==> config.mk <==
export PLATFORM = sky130hd
export DESIGN_NAME = writeback_unit
export DESIGN_NICKNAME = d
export VERILOG_FILES = /design/src/rtl/writeback_unit.sv
export SDC_FILE = /design/constraint.sdc
export NUM_CORES = 1
export LEC_CHECK = 0
export CAP_MARGIN = 20
export CORE_MARGIN = 2
export CORE_UTILIZATION = 45
export DETAILED_ROUTE_END_ITERATION = 16
export GPL_ROUTABILITY_DRIVEN = 0
export PLACE_DENSITY = 0.89
export SLEW_MARGIN = 20
export SYNTH_ARGS = -nofsm -noshare
export SYNTH_HDL_FRONTEND = slang
export SYNTH_SLANG_ARGS = --single-unit
==> constraint.sdc <==
create_clock -name clk -period 3.1 [get_ports clk]
set_input_delay 0.775 -clock clk [delete_from_list [all_inputs] [get_ports clk]]
set_output_delay 0.775 -clock clk [all_outputs]
set_load 0.005 [all_outputs]
==> src/rtl/writeback_unit.sv <==
// Writeback stage: retires one instruction per handshake from MEM, waits for load data,
// formats it, and drives the register file's single write port plus the forwarding copy.
module writeback_unit #(
  parameter int DATA_W = 32,
  parameter int ADDR_W = 5,
  parameter int CNT_W  = 32
) (
  input  logic              clk,
  input  logic              rst,
  input  logic              in_valid,
  output logic              in_ready,
  input  logic              in_reg_write,
  input  logic              in_mem_to_reg,
  input  logic [2:0]        in_load_type,
  input  logic [ADDR_W-1:0] in_dst,
  input  logic [DATA_W-1:0] in_alu_res,
  input  logic              dmem_rvalid,
  input  logic [DATA_W-1:0] dmem_rdata,
  output logic              rf_write,
  output logic [ADDR_W-1:0] rf_addrssw,
  output logic [DATA_W-1:0] rf_wdata,
  output logic              fwd_valid,
  output logic [CNT_W-1:0]  retired
);

  typedef enum logic {IDLE, WAIT_LOAD} state_t;

  localparam logic [2:0] LT_LB  = 3'b000;
  localparam logic [2:0] LT_LH  = 3'b001;
  localparam logic [2:0] LT_LBU = 3'b100;
  localparam logic [2:0] LT_LHU = 3'b101;

  localparam logic [CNT_W-1:0] CNT_ONE = {{(CNT_W-1){1'b0}}, 1'b1};

  typedef struct packed {
    logic              reg_write;
    logic [2:0]        load_type;
    logic [ADDR_W-1:0] dst;
    logic [1:0]        off;
  } load_ctx_t;

  state_t    state;
  load_ctx_t ld;
  logic      accept;

  // Little-endian lane select from an aligned word; unknown codes pass the word through.
  function automatic logic [DATA_W-1:0] fmt_load(input logic [2:0] lt, input logic [1:0] off,
                                                 input logic [DATA_W-1:0] w);
    logic [7:0]  b;
    logic [15:0] h;
    logic [DATA_W-1:0] r;
    case (off)
      2'd0:    b = w[7:0];
      2'd1:    b = w[15:8];
      2'd2:    b = w[23:16];
      default: b = w[31:24];
    endcase
    h = off[1] ? w[31:16] : w[15:0];
    case (lt)
      LT_LB:   r = {{(DATA_W-8){b[7]}}, b};
      LT_LH:   r = {{(DATA_W-16){h[15]}}, h};
      LT_LBU:  r = {{(DATA_W-8){1'b0}}, b};
      LT_LHU:  r = {{(DATA_W-16){1'b0}}, h};
      default: r = w;
    endcase
    return r;
  endfunction

  assign in_ready  = (state == IDLE);
  assign accept    = in_valid & in_ready;
  assign fwd_valid = rf_write;

  always_ff @(posedge clk) begin
    if (rst) begin
      state      <= IDLE;
      ld         <= '0;
      rf_write   <= 1'b0;
      rf_addrssw <= '0;
      rf_wdata   <= '0;
      retired    <= '0;
    end else begin
      rf_write <= 1'b0;
      case (state)
        IDLE: begin
          // dmem_rvalid is meaningless here: no load is outstanding yet.
          if (accept) begin
            if (in_mem_to_reg) begin
              ld.reg_write <= in_reg_write;
              ld.load_type <= in_load_type;
              ld.dst       <= in_dst;
              ld.off       <= in_alu_res[1:0];
              state        <= WAIT_LOAD;
            end else begin
              rf_write   <= in_reg_write & (in_dst != '0);
              rf_addrssw <= in_dst;
              rf_wdata   <= in_alu_res;
              retired    <= retired + CNT_ONE;
            end
          end
        end
        WAIT_LOAD: begin
          if (dmem_rvalid) begin
            rf_write   <= ld.reg_write & (ld.dst != '0);
            rf_addrssw <= ld.dst;
            rf_wdata   <= fmt_load(ld.load_type, ld.off, dmem_rdata);
            retired    <= retired + CNT_ONE;
            state      <= IDLE;
          end
        end
        default: state <= IDLE;
      endcase
    end
  end

endmodule

==> metrics.txt, run 1 <==
Die X 102.3 um; Hold Crit Depth 1; fmax 389.1 MHz; postcts setup bufs 0; Reg2Reg Setup Slack 0.81 ns; Pwr Density 376.5 nW/um^2; CP required about 2.3 ns; # hold bufs at CTS 0; layout cell share with drive strength beyond 1 0.08163; hpwl dp around 10000 um; mux cell area share after synthesis 0.07336; # IOs 150; Residual DRC 0; worst r2r dst retired[18]; Synth async-reset ratio 0; initial antenna violation count 0; DIE HEIGHT roughly 100 um; WS Path Type reg -> out; period utilization 0.8291; H-tree levels 3; Rel. slew slack 0.2477; setup TNS 0 ns; Post-Syn Nets about 580; Std-Cell Rows 35; Via-to-Cell Ratio 6.059; CP max-delay cell clkdlybuf4s50_1; CP Capture Type output pin; drt wl/cell ~18 um; clk slew on worst S/H paths ~0.090 ns; gr ovfl total 0; largest family of logic cells by synthesized area compound AO/OA/AOI/OAI gates; crit start category flip-flop; Final min period about 2.6 ns; Mapped Cells 496; xor/xnor share of the synthesized area 0.01611; # diodes 0; Post-CTS Resized 0; Mapped Area 4349 sq um; Pwr Total 2.304 mW; Mean Syn Cell Area between 8 and 9 sq um; Max-cap violations 0; Pre-antenna DRT Iters 4; vias in the first global route 4425; deepest clock path buffer count 2; actual slew at the worst max-slew pin 1.124 ns; HP Class reg -> reg; CP Max Fanout 17; largest net degree at the start of global routing 44; Total GRT Usage 0.2598; TritonCTS clock tree yes; simple-gate share of the synthesized area 0.1982; prevailing post-synth register cell dfxtp_1; Hold Violations, Final 0; HP Start rf_wdata[24]; RSZ-0062 raised after global routing no; first-pass GRT wire length 21380 um; clock buffer count from CTS 9; VDD IR-drop max 261.3 uV; Min-Delay Endpoint rf_wdata[24]; status complete, no violations; CTS Sinks 82; initial DRC count 240; Seq cells post-synth 82; Setup violations, final 0; Compound-Gate Fraction of Synth Area 0.2837; CP Data Arrival Time about 1.8 ns; Initial Utilization 0.4663; IO buf count 149; cells along the critical path clkinv_1 > clkdlybuf4s50_1; dpl ws 0.2057 ns; DRT antenna net count 0; Leakage 2.027 nW; RR Startpoint state; Final Max Slew Viols 0; Synth Warn # 0; clock latency on the worst-skew pair ~0.36 ns; Post-Synth Adder-Cell Area 0.002877; Nets 711; Post-Route Skew 0.01419 ns; Top delay family on crit path buffers and inverters; sequential area share after synthesis 0.3774; EDFF count, synth 0; final worst slack about 0.53 ns; area of the core slightly above 9000 sq um; DR vias roughly 4600; area added between synthesis and finish 40.71%; final WL 13870 um; post-layout util 0.6561; count of different cell masters after synthesis a little over 50; Die Area 10470 sq um; WHS 0.4739 ns; clk root buf clkbuf_8; worst path bufs/invs 2; Worst path max stage delay 0.60 ns; R2R cell count 6
==> cell usage after synthesis, types with 2 or more instances <==
library cell,number,area (sq um)
a211o_1,7,61.31
a211oi_1,40,300.3
a21oi_1,38,190.2
a221oi_1,9,78.83
and2_1,2,12.51
and3b_1,7,61.31
and4_1,5,43.79
buf_1,3,11.26
buf_2,6,30.03
buf_6,3,33.78
clkbuf_1,27,101.4
dfxtp_1,82,1642
inv_1,5,18.77
mux2_1,2,22.52
mux2_2,3,33.78
mux2i_1,24,240.2
nand2_1,21,78.83
nand2b_1,4,25.02
nand3_1,13,65.06
nand4_1,8,50.05
nor2_1,47,176.4
nor2b_1,6,37.54
nor3_1,2,10.01
nor4_1,3,18.77
o211ai_1,2,15.01
o21ai_0,35,175.2
o221ai_1,8,70.07
o2bb2ai_1,17,148.9
o31ai_1,14,105.1
or3_1,5,31.28
or4_1,16,120.1
or4b_2,7,70.07
xnor2_1,6,52.55
xor2_1,2,17.52
==> state kept, by name, indices dropped and copies added, names as in the netlist <==
signal	flops
fwd_valid	1
ld	11
rf_wdata	32
retired	32
rf_addrssw	5
state	1
==> worst max path at each step <==
stage	from	to	slack (ns)	cells after the start
finish	state	in_ready	0.53	2
CTS	state	in_ready	0.54	2
global placement	in_valid	retired[31]	0.25	5
global route	state	in_ready	0.46	2
detailed placement	in_valid	retired[18]	0.21	6
floorplan	in_mem_to_reg	retired[27]	0.75	6
==> layer usage <==
metal,global-route usage,routed length (um),vias to the layer above
met5,0,0,-
met4,0.09538,394,0
met3,0.06498,1224,41
met2,0.4438,6546,222
met1,0.3173,5701,2193
li1,-,-,2185
==> where the power goes <==
part           leakage [nW]  switching, mW  internal [mW]
logic                  1.28          0.198          0.245
registers             0.668         0.0374           1.10
clock network        0.0810          0.422          0.301
total                  2.03          0.658           1.65
==> cells by family (layout without fill, tap and decap cells) <==
family | count (synthesis) | count (layout)
DFF | 82 | 82
muxes | 30 | 30
AOI/OAI and AO/OA | 177 | 177
adders and majority gates | 1 | 1
xor gates and xnor gates | 8 | 8
and+or+nand+nor | 151 | 151
buffers and inverters | 47 | 188
==> placed cells by master (no fill, tap or decap), types with 9 or more instances in the layout <==
cell,Yosys,layout
or4_1,16,16
buf_4,1,16
o21ai_0,35,35
dfxtp_1,82,82
a211oi_1,40,40
clkbuf_8,0,9
mux2i_1,24,24
o2bb2ai_1,17,17
nand2_1,21,21
a21oi_1,38,38
nor2_1,47,47
o31ai_1,14,14
nand3_1,13,13
clkdlybuf4s50_1,0,148
a221oi_1,9,9
==> per-stage QoR <==
| stage | cells | area, sq um |
|---|---|---|
| finish | 766 | 6120 |
| global route | 766 | 6120 |
| CTS | 766 | 6120 |
| detailed placement | 750 | 5941 |
| global placement | 750 | 5941 |
| floorplan | 496 | 4349 |
==> final cells by class <==
type,instances,area [sq um]
sequential,82,1642
timing repair buffer,165,1607
clock buffer,10,127.6
clock inverter,6,51.30
multi-input combinational,367,2505
fill,772,3208
inverter,7,26.28
tap,129,161.4
==> worst register-to-register path, delay by kind of cell, from the launching register on <==
family,cells,cell delay [ns]
AND/OR/NAND/NOR,2,0.71
AO/OA/AOI/OAI,2,0.48
flip-flops,1,0.38
buffers and inverters,2,0.63
Note: power is estimated with default switching activity, not from simulation.
==> run 2: changes to the inputs <==
==> constraint.sdc (replaced) <==
create_clock -name clk -period 2.6 [get_ports clk]
set_input_delay 0.65 -clock clk [delete_from_list [all_inputs] [get_ports clk]]
set_output_delay 0.65 -clock clk [all_outputs]
set_load 0.005 [all_outputs]
==> run 2 against run 1 <==
Compared with the run above: global-route usage grew 0.77 points; sequential power grew 19%; core utilization grew 1.2 points; cell area grew 1.9%; non-clock buffer count grew 11; first-iteration DRC count grew 18%; total power grew 25%; worst hold slack gained 0.0016 ns; register-to-register slack lost 0.38 ns; flip-flop and latch count is the same; sequential share of layout area shrank 0.50 points.
==> metrics.txt, run 2 (synthesized netlist as in run 1, its figures left out) <==
Hold Crit Depth 1 (unchanged); placed cell area 6036 sq um (+1.6%); TritonCTS clock tree yes; R2R cell count 4 (-2); area of the core 9328 sq um (unchanged); CP required 2.88 ns (+0.56 ns); VDD IR-drop max 286.9 uV (+9.8%); clock buffer count from CTS 9 (unchanged); H-tree levels 3 (unchanged); clock latency on the worst-skew pair 0.36 ns (about the same); actual slew at the worst max-slew pin 1.069 ns (-0.05540 ns); Non-Filler Instances 777 (+1.4%); CP Data Arrival Time 2.67 ns (+0.87 ns); DRT antenna net count 0 (unchanged); IO buf count 149 (unchanged); Die Area 10470 sq um (unchanged); # fillers 757 (-1.9%); DIE HEIGHT 102.3 um (unchanged); Regs by FF count retired (32), rf_wdata (32), ld (11); WS Path Type in -> reg; Die X 102.3 um (unchanged); area added between synthesis and finish 43.35%; CP Capture Type flip-flop; Rel. slew slack 0.2848 (+0.03707); Leakage 2.095 nW (+3.4%); status complete, no violations; WHS 0.4756 ns (+0.001635 ns); Pre-antenna DRT Iters 6 (+2); # diodes 0 (unchanged); drt wl/cell 18.48 um (+2.1%); RSZ-0062 raised after global routing no; initial DRC count 283 (+18%); Initial Utilization 0.4663 (unchanged); Max-cap violations 0 (unchanged); vias in the first global route 4501 (+1.7%); clk root buf clkbuf_8; Post-Route Skew 0.01415 ns (-0.00003330 ns); Post-CTS Resized 0 (unchanged); most common cell after layout, fill and taps aside clkdlybuf4s50_1; highest-count cells in the layout ignoring fill and taps 148 x clkdlybuf4s50_1, 82 x dfxtp_1, 47 x nor2_1, 40 x a211oi_1, 38 x a21oi_1; # IOs 150 (unchanged); Setup violations, final 0 (unchanged); Final min period 2.392 ns; Std-Cell Rows 35 (unchanged); gr ovfl total 0 (unchanged); Nets 722 (+1.5%); hpwl dp 10370 um (+4.2%); DR vias 4729 (+1.9%); Total GRT Usage 0.2675 (+0.007664); Residual DRC 0 (unchanged); Hold Violations, Final 0 (unchanged); Final Max Slew Viols 0 (unchanged); Pwr Total 2.871 mW (+25%); placed cells 761 (+1.5%); initial antenna violation count 0 (unchanged); first-pass GRT wire length 21890 um (+2.4%); Finished Cell Area 6235 sq um (+1.9%); crit start category input pin; layout cell share with drive strength beyond 1 0.09722 (+0.01559); CTS Sinks 82 (unchanged); CP Max Fanout 12 (-5); HP Class reg -> reg; largest net degree at the start of global routing 39 (-11%); fmax 418.0 MHz; # hold bufs at CTS 0 (unchanged); period utilization 0.9201; final WL 14360 um (+3.6%); clk slew on worst S/H paths 0.09 ns (about the same); Pwr Density 460.5 nW/um^2 (+22%); deepest clock path buffer count 2 (unchanged); postcts setup bufs 0 (unchanged); Via-to-Cell Ratio 6.086 (+0.45%)
[run 2: area by class of cell]
cell class | count | area (sq um) | area share
sequential | 82 | 1642 | 0.2633
timing repair buffer | 176 | 1702 | 0.2729
clock buffer | 10 | 127.6 | 0.02047
inverter | 7 | 26.28 | 0.004214
tap | 129 | 161.4 | 0.02589
clock inverter | 6 | 71.32 | 0.01144
multi-input combinational | 367 | 2505 | 0.4018
[run 2: critical path, stage by stage]
cell	delay, ns
clkdlybuf4s50_1	0.47
or3b_4	0.42
a21o_1	0.30
buf_4	0.21
or4_1	0.42
a21oi_1	0.19
[run 2: per-layer routing]
layer,vias up,share of wire,GRT usage
met4,0,0.032,0.1354
met1,2214,0.39,0.3158
met3,41,0.092,0.05882
met2,268,0.48,0.4575
li1,2206,-,-
met5,-,0,0
[run 2: final timing paths]
check,endpoint,start,slack (ns)
worst max-delay path,retired[18],in_valid,0.21
worst min-delay path,rf_wdata[26],rf_wdata[26],0.48
worst max register to register,retired[28],retired[4],0.43
worst min register to register,rf_wdata[26],rf_wdata[26],0.48
[run 2: through the flow]
step	setup TNS, ns	utilization	setup slack (ns)
finish	0	0.6684	0.2078
global route	0	0.6684	0.1834
CTS	0	0.6684	0.2336
detailed placement	-1.601	0.6471	-0.1323
global placement	-0.1460	0.6471	-0.03499
floorplan	0	-	0.3769
[run 2: power breakdown]
group | switching (mW) | internal, mW | total (mW)
Combinational | 0.245 | 0.305 | 0.550
Clock | 0.507 | 0.455 | 0.962
Sequential | 0.0469 | 1.31 | 1.36
Total | 0.799 | 2.07 | 2.87
==> run 3: changes to the inputs <==
--- a/config.mk
+++ b/config.mk
@@ -10,7 +10,10 @@
 export CORE_UTILIZATION = 45
 export DETAILED_ROUTE_END_ITERATION = 16
 export GPL_ROUTABILITY_DRIVEN = 0
+export GPL_TIMING_DRIVEN = 1
+export HOLD_SLACK_MARGIN = 0.02
 export PLACE_DENSITY = 0.89
+export SETUP_SLACK_MARGIN = 0.5
 export SLEW_MARGIN = 20
 export SYNTH_ARGS = -nofsm -noshare
 export SYNTH_HDL_FRONTEND = slang
==> run 3 against run 2 <==
Compared with the run above: register-to-register slack gained 0.17 ns; final cell count grew 1.2%; combinational power grew 1%; fmax grew 15%; core utilization grew 1.8 points; die area is the same; highest routed layer unchanged.
==> metrics.txt, run 3 (synthesized netlist as in run 1, its figures left out) <==
P_sw 0.7936 mW (-0.67%); fmax 480.8 MHz (+15%); Total GRT Usage 0.2813 (+0.01379); Pre-antenna DRT Iters 8 (+2); # hold bufs at CTS 0 (unchanged); Pwr Density 462.7 nW/um^2 (+0.48%); Std-Cell Rows 35 (unchanged); CP Capture Type flip-flop; final WL 15150 um (+5.5%); Rel. slew slack 0.5572 (+0.2725); WHS 0.4697 ns (-0.005844 ns); most common cell after layout, fill and taps aside clkdlybuf4s50_1; IO buf count 149 (unchanged); initial antenna violation count 0 (unchanged); VDD IR-drop max 253.7 uV (-12%); status complete, no violations; Final Max Slew Viols 0 (unchanged); setup TNS 0 ns (unchanged); Nets 730 (+1.1%); clock latency on the worst-skew pair 0.36 ns (about the same); clock buffer count from CTS 9 (unchanged); layout cell share with drive strength beyond 1 0.1341 (+0.03692); Final min period 2.080 ns (-0.3123 ns); Via-to-Cell Ratio 6.160 (+1.2%); Hold Violations, Final 0 (unchanged); Worst path max stage delay 0.51 ns (+0.04 ns); WP depth 6 (unchanged); Regs by FF count retired (32), rf_wdata (32), ld (11); deepest clock path buffer count 2 (unchanged); HP Class reg -> reg; worst r2r dst retired[28]; clock power share 0.353 (+0.018); Setup violations, final 0 (unchanged); Die X 102.3 um (unchanged); switching share of power 0.2680 (-0.01029); Setup crit end retired[17]; RSZ-0062 raised after global routing yes; largest net degree at the start of global routing 35 (-10%); Reg2Reg Setup Slack 0.60 ns (+0.17 ns); area of the core 9328 sq um (unchanged); Die Area 10470 sq um (unchanged); P_int 2.168 mW (+4.6%); H-tree levels 3 (unchanged); Initial Utilization 0.4663 (unchanged); CP max-delay cell or4_1; WS Path Type in -> reg; post-layout util 0.6861 (+0.01771); RR Startpoint retired[6]; Finished Cell Area 6400 sq um (+2.6%); vias in the first global route 4665 (+3.6%); initial DRC count 283 (unchanged); TritonCTS clock tree yes; clk slew on worst S/H paths 0.08 ns (about the same); Reg power frac 0.459 (-0.014); drt wl/cell 19.28 um (+4.3%); R2R cell count 4 (unchanged); # fillers 738 (-2.5%); crit start category input pin; CP required 2.89 ns (about the same); CP Data Arrival Time 2.37 ns (-0.30 ns); area added between synthesis and finish 47.15%; placed cell area 6030 sq um (-0.10%); crit path launch in_mem_to_reg; Max-cap violations 0 (unchanged); Leakage 2.175 nW (+3.8%); clk root buf clkbuf_8; DR vias 4842 (+2.4%); hpwl dp 10570 um (+1.9%); Residual DRC 0 (unchanged); Top delay family on crit path simple AND/OR/NAND/NOR gates; DRT antenna net count 0 (unchanged); # IOs 150 (unchanged); DIE HEIGHT 102.3 um (unchanged); period utilization 0.7999 (-0.1201); worst path bufs/invs 2 (unchanged); gr ovfl total 0 (unchanged); CP Max Fanout 6 (-6); Post-Route Skew 0.01404 ns (-0.0001097 ns); actual slew at the worst max-slew pin 0.6634 ns (-0.4054 ns); highest-count cells in the layout ignoring fill and taps 142 x clkdlybuf4s50_1, 80 x dfxtp_1, 46 x nor2_1, 38 x a21oi_1; Comb power frac 0.188 (-0.004); first-pass GRT wire length 23090 um (+5.5%); CTS Sinks 82 (unchanged); cells along the critical path dlygate4sd2_1 > or3b_4 > a21o_4 > buf_6 > or4_1 > a21oi_1
[run 3: cell count changes in the layout (fill, tap and decap cells not counted), sizes merged, moves of 2 or more]
cell / change
dlymetal6s2s: +2
buf: +7
clkinvlp: -2
clkdlybuf4s50: -6
dlygate4sd2: +4
[run 3: cell type report]
class / count / area, sq um / area share
Inverter: 7 / 26.28 / 0.004106
Sequential cell: 82 / 1644 / 0.2569
Tap cell: 129 / 161.4 / 0.02522
Antenna cell: 1 / 2.502 / 0.0003910
Multi-Input combinational cell: 368 / 2595 / 0.4055
Clock inverter: 5 / 86.33 / 0.01349
Clock buffer: 11 / 131.4 / 0.02053
Timing Repair Buffer: 183 / 1753 / 0.2739
[run 3: worst reg2reg max path: cells and delay by family, from the launching register on]
family,cells,cell delay [ns]
muxes,1,0.36
and+or+nand+nor,3,1.12
DFF,1,0.42
[run 3: worst min path at each step]
stage                  from            to  depth (start not counted)
2_1_floorplan  rf_wdata[16]  rf_wdata[16]                          1
3_3_place_gp   rf_wdata[24]  rf_wdata[24]                          1
3_5_place_dp   rf_wdata[29]  rf_wdata[29]                          1
4_1_cts        rf_wdata[29]  rf_wdata[29]                          1
5_1_grt        rf_wdata[31]  rf_wdata[31]                          1
6_report       rf_wdata[29]  rf_wdata[29]                          1
[run 3: power by group through the flow]
stage                     clock network [mW]  logic [mW]  registers, mW
after floorplan                            0       0.230           1.38
after global placement                     0       0.524           1.38
after detailed placement                   0       0.536           1.39
after CTS                               1.05       0.549           1.36
after global routing                    1.10       0.593           1.36
final                                   1.05       0.557           1.36
[run 3: timing repair]
item / 4_1_cts / 5_1_grt
setup endpoints to repair: 51 / 38
buffers inserted: 7 / 0
pin swaps: 7 / 1
cloned: 1 / 0
gates resized for setup: 22 / 6
[run 3: stage by stage]
stage	worst slack (ns)	total power, mW	cells
2_1_floorplan	0.5081	1.606	496
3_3_place_gp	-0.006975	1.907	761
3_5_place_dp	-0.07388	1.922	761
4_1_cts	0.4940	2.957	785
5_1_grt	0.4668	3.055	785
6_report	0.5202	2.961	786
[run 3: per-layer routing]
layer / vias up / share of wire / GRT usage
li1: 2222 / - / -
met1: 2303 / 0.38 / 0.3304
met2: 276 / 0.49 / 0.4995
met3: 41 / 0.096 / 0.05404
met4: 0 / 0.031 / 0.1210
met5: - / 0 / 0
==> edit, RTL diff (flow settings as in run 2) <==
Set the parameter `CNT_W` to 64 (it was 32).
--- a/src/rtl/writeback_unit.sv
+++ b/src/rtl/writeback_unit.sv
@@ -4,5 +4,5 @@
   parameter int DATA_W = 32,
   parameter int ADDR_W = 5,
-  parameter int CNT_W  = 32
+  parameter int CNT_W  = 64
 ) (
   input  logic              clk,
Interface: changed (resized retired); port bits go from 150 to 182. No check against the original RTL was run, so the function may have changed too.
==> edit against run 2 <==
Critical path depth grew 1. Clock skew shrank 0.0061 ns. Critical path type is now flop to flop. Routed wire length rose by 31%. Largest cell class unchanged. Combinational power up 2%. Power increased by 69%. Non-clock buffer count rose by 67. Sequential cell count increased by 32. Worst setup slack got worse by 0.11 ns. Clock power rose to 2.5 times the old value. Synthesized area is 27% higher. Maximum frequency shrank 4.5%. Sequential share of layout area is 0.52 points higher. Synthesized cell count increased by 36%. Cell area is 36% higher.
==> edit: results (changes against run 2) <==
first-pass GRT wire length=29900 um (+36%); Setup Fix Bufs, Post-CTS=0 (unchanged); DP HPWL=13000 um (+26%); DR WL met2=8800 um (+27%); routed wire length on met3=1380 um (+3.9%); outcome=finished clean; met3 Use GR=5.90% (+0.022 points); critical path data arrival time=2.84 ns (+0.17 ns); H-tree depth=4 (+1); drt total wl=18800 um (+31%); biggest regs=retired x64, rf_wdata x32, ld x11; share of cells above drive strength 1=12.2% (+2.4 points); max_slew headroom=40.0% (+11 points); DRT met1 WL=8030 um (+43%); syn avg cell area=8.21 sq um (-6.4%); Hold Path Class=flop to flop; vias in the first global route=5960 (+32%); via count=6226 (+32%); slowest library cell on the worst path=or4_1; Primary FF master, synth=dfxtp_1; GRT Resource Usage Total=28.4% (+1.7 points); Leakage=0.00309 uW (+48%); total nets after synthesis=752 (+31%); largest net degree at the start of global routing=69 (+77%); highest routed layer=met4; drt first-iter violations=682 (+140%); peak supply drop=0.000327 V (+14%); Nets=971 (+34%); Syn. warnings=0 (unchanged); top area cells in the synthesized netlist=dfxtp_1 41%, a21oi_1 5.6%, nor2_1 5.5%, nand2_1 4.8%, xnor2_1 3.0%; M2 GR Usage=45.7% (about the same); Post-synth top cells=114 x dfxtp_1, 81 x nor2_1, 70 x nand2_1; Clock Latency Late Sink=0.42 ns (+0.06 ns); CTS root buf=clkbuf_16; fin cells=1052 (+35%); max incr delay on CP=0.57 ns (+0.10 ns); post-place setup slack=-0.459 ns (-0.326 ns); worst clock skew=0.00801 ns (-0.00614 ns); sequential-to-total area share from yosys stat=41.3% (+3.6 points); met1 Use GR=37.3% (+5.7 points); post_cts resized=6 (+6); Num CTS Buffers=17 (+8); Antenna diodes=0 (unchanged); # port buffers=181 (+21%); dpl cells=1020 (+34%); Distinct cells, synth=51 (unchanged); critical-path maximum fanout=22 (+10); Reg clk slew, reported paths=0.05 ns (-0.04 ns)
## edit: cell count changes after synthesis, sizes merged, moves of 14 or more
cell | before | now
a21oi | 38 | 62
dfxtp | 82 | 114
or3 | 5 | 20
nor2 | 47 | 81
a21o | 2 | 16
nand2 | 21 | 70
o2bb2ai | 17 | 0
a211oi | 41 | 15
## edit: final timing paths
| kind | to | slack (ns) | depth (start not counted) | startpoint |
|---|---|---|---|---|
| setup / recovery | retired[60] | 0.1 | 7 | retired[10] |
| hold / removal | rf_wdata[29] | 0.45 | 1 | rf_wdata[29] |
| setup reg to reg | retired[60] | 0.1 | 7 | retired[10] |
| hold reg to reg | rf_wdata[29] | 0.45 | 1 | rf_wdata[29] |
## edit: layout make-up
class	count	area [sq um]
sequential	114	2280
inverter	10	37.5
fill	909	3510
multi-input combinational	506	3060
tap	147	184
clock buffer	22	454
clock inverter	10	158
timing repair buffer	243	2330
## edit: cell families (layout without fill, tap and decap cells)
group           count (synthesis)  after routing  synth area share (%)
compound gates                172            172                  20.2
xor+xnor                       30             30                  4.76
fa+ha+maj                       1              1                 0.227
buf+inv                        53            285                  3.72
flops                         114            114                  41.3
mux                            25             25                  4.94
simple gates                  278            278                  24.8
## edit: where the power goes
| part | internal (uW) | switching [uW] | leakage, uW | total (uW) |
|---|---|---|---|---|
| logic | 316 | 244 | 0.00188 | 560 |
| clock network | 1620 | 819 | 0.000290 | 2440 |
| registers | 1810 | 43.3 | 0.000926 | 1850 |
## edit: metrics by stage
| step | utilization, % | cell area (sq um) | TNS [ns] |
|---|---|---|---|
| final | 70.8 | 8510 | 0 |
| after detailed placement | 65.5 | 7870 | -15.01 |
| after global routing | 70.8 | 8510 | 0 |
| after CTS | 70.8 | 8500 | 0 |
| after floorplan | - | 5520 | 0 |
| after global placement | 65.5 | 7870 | -13.12 |
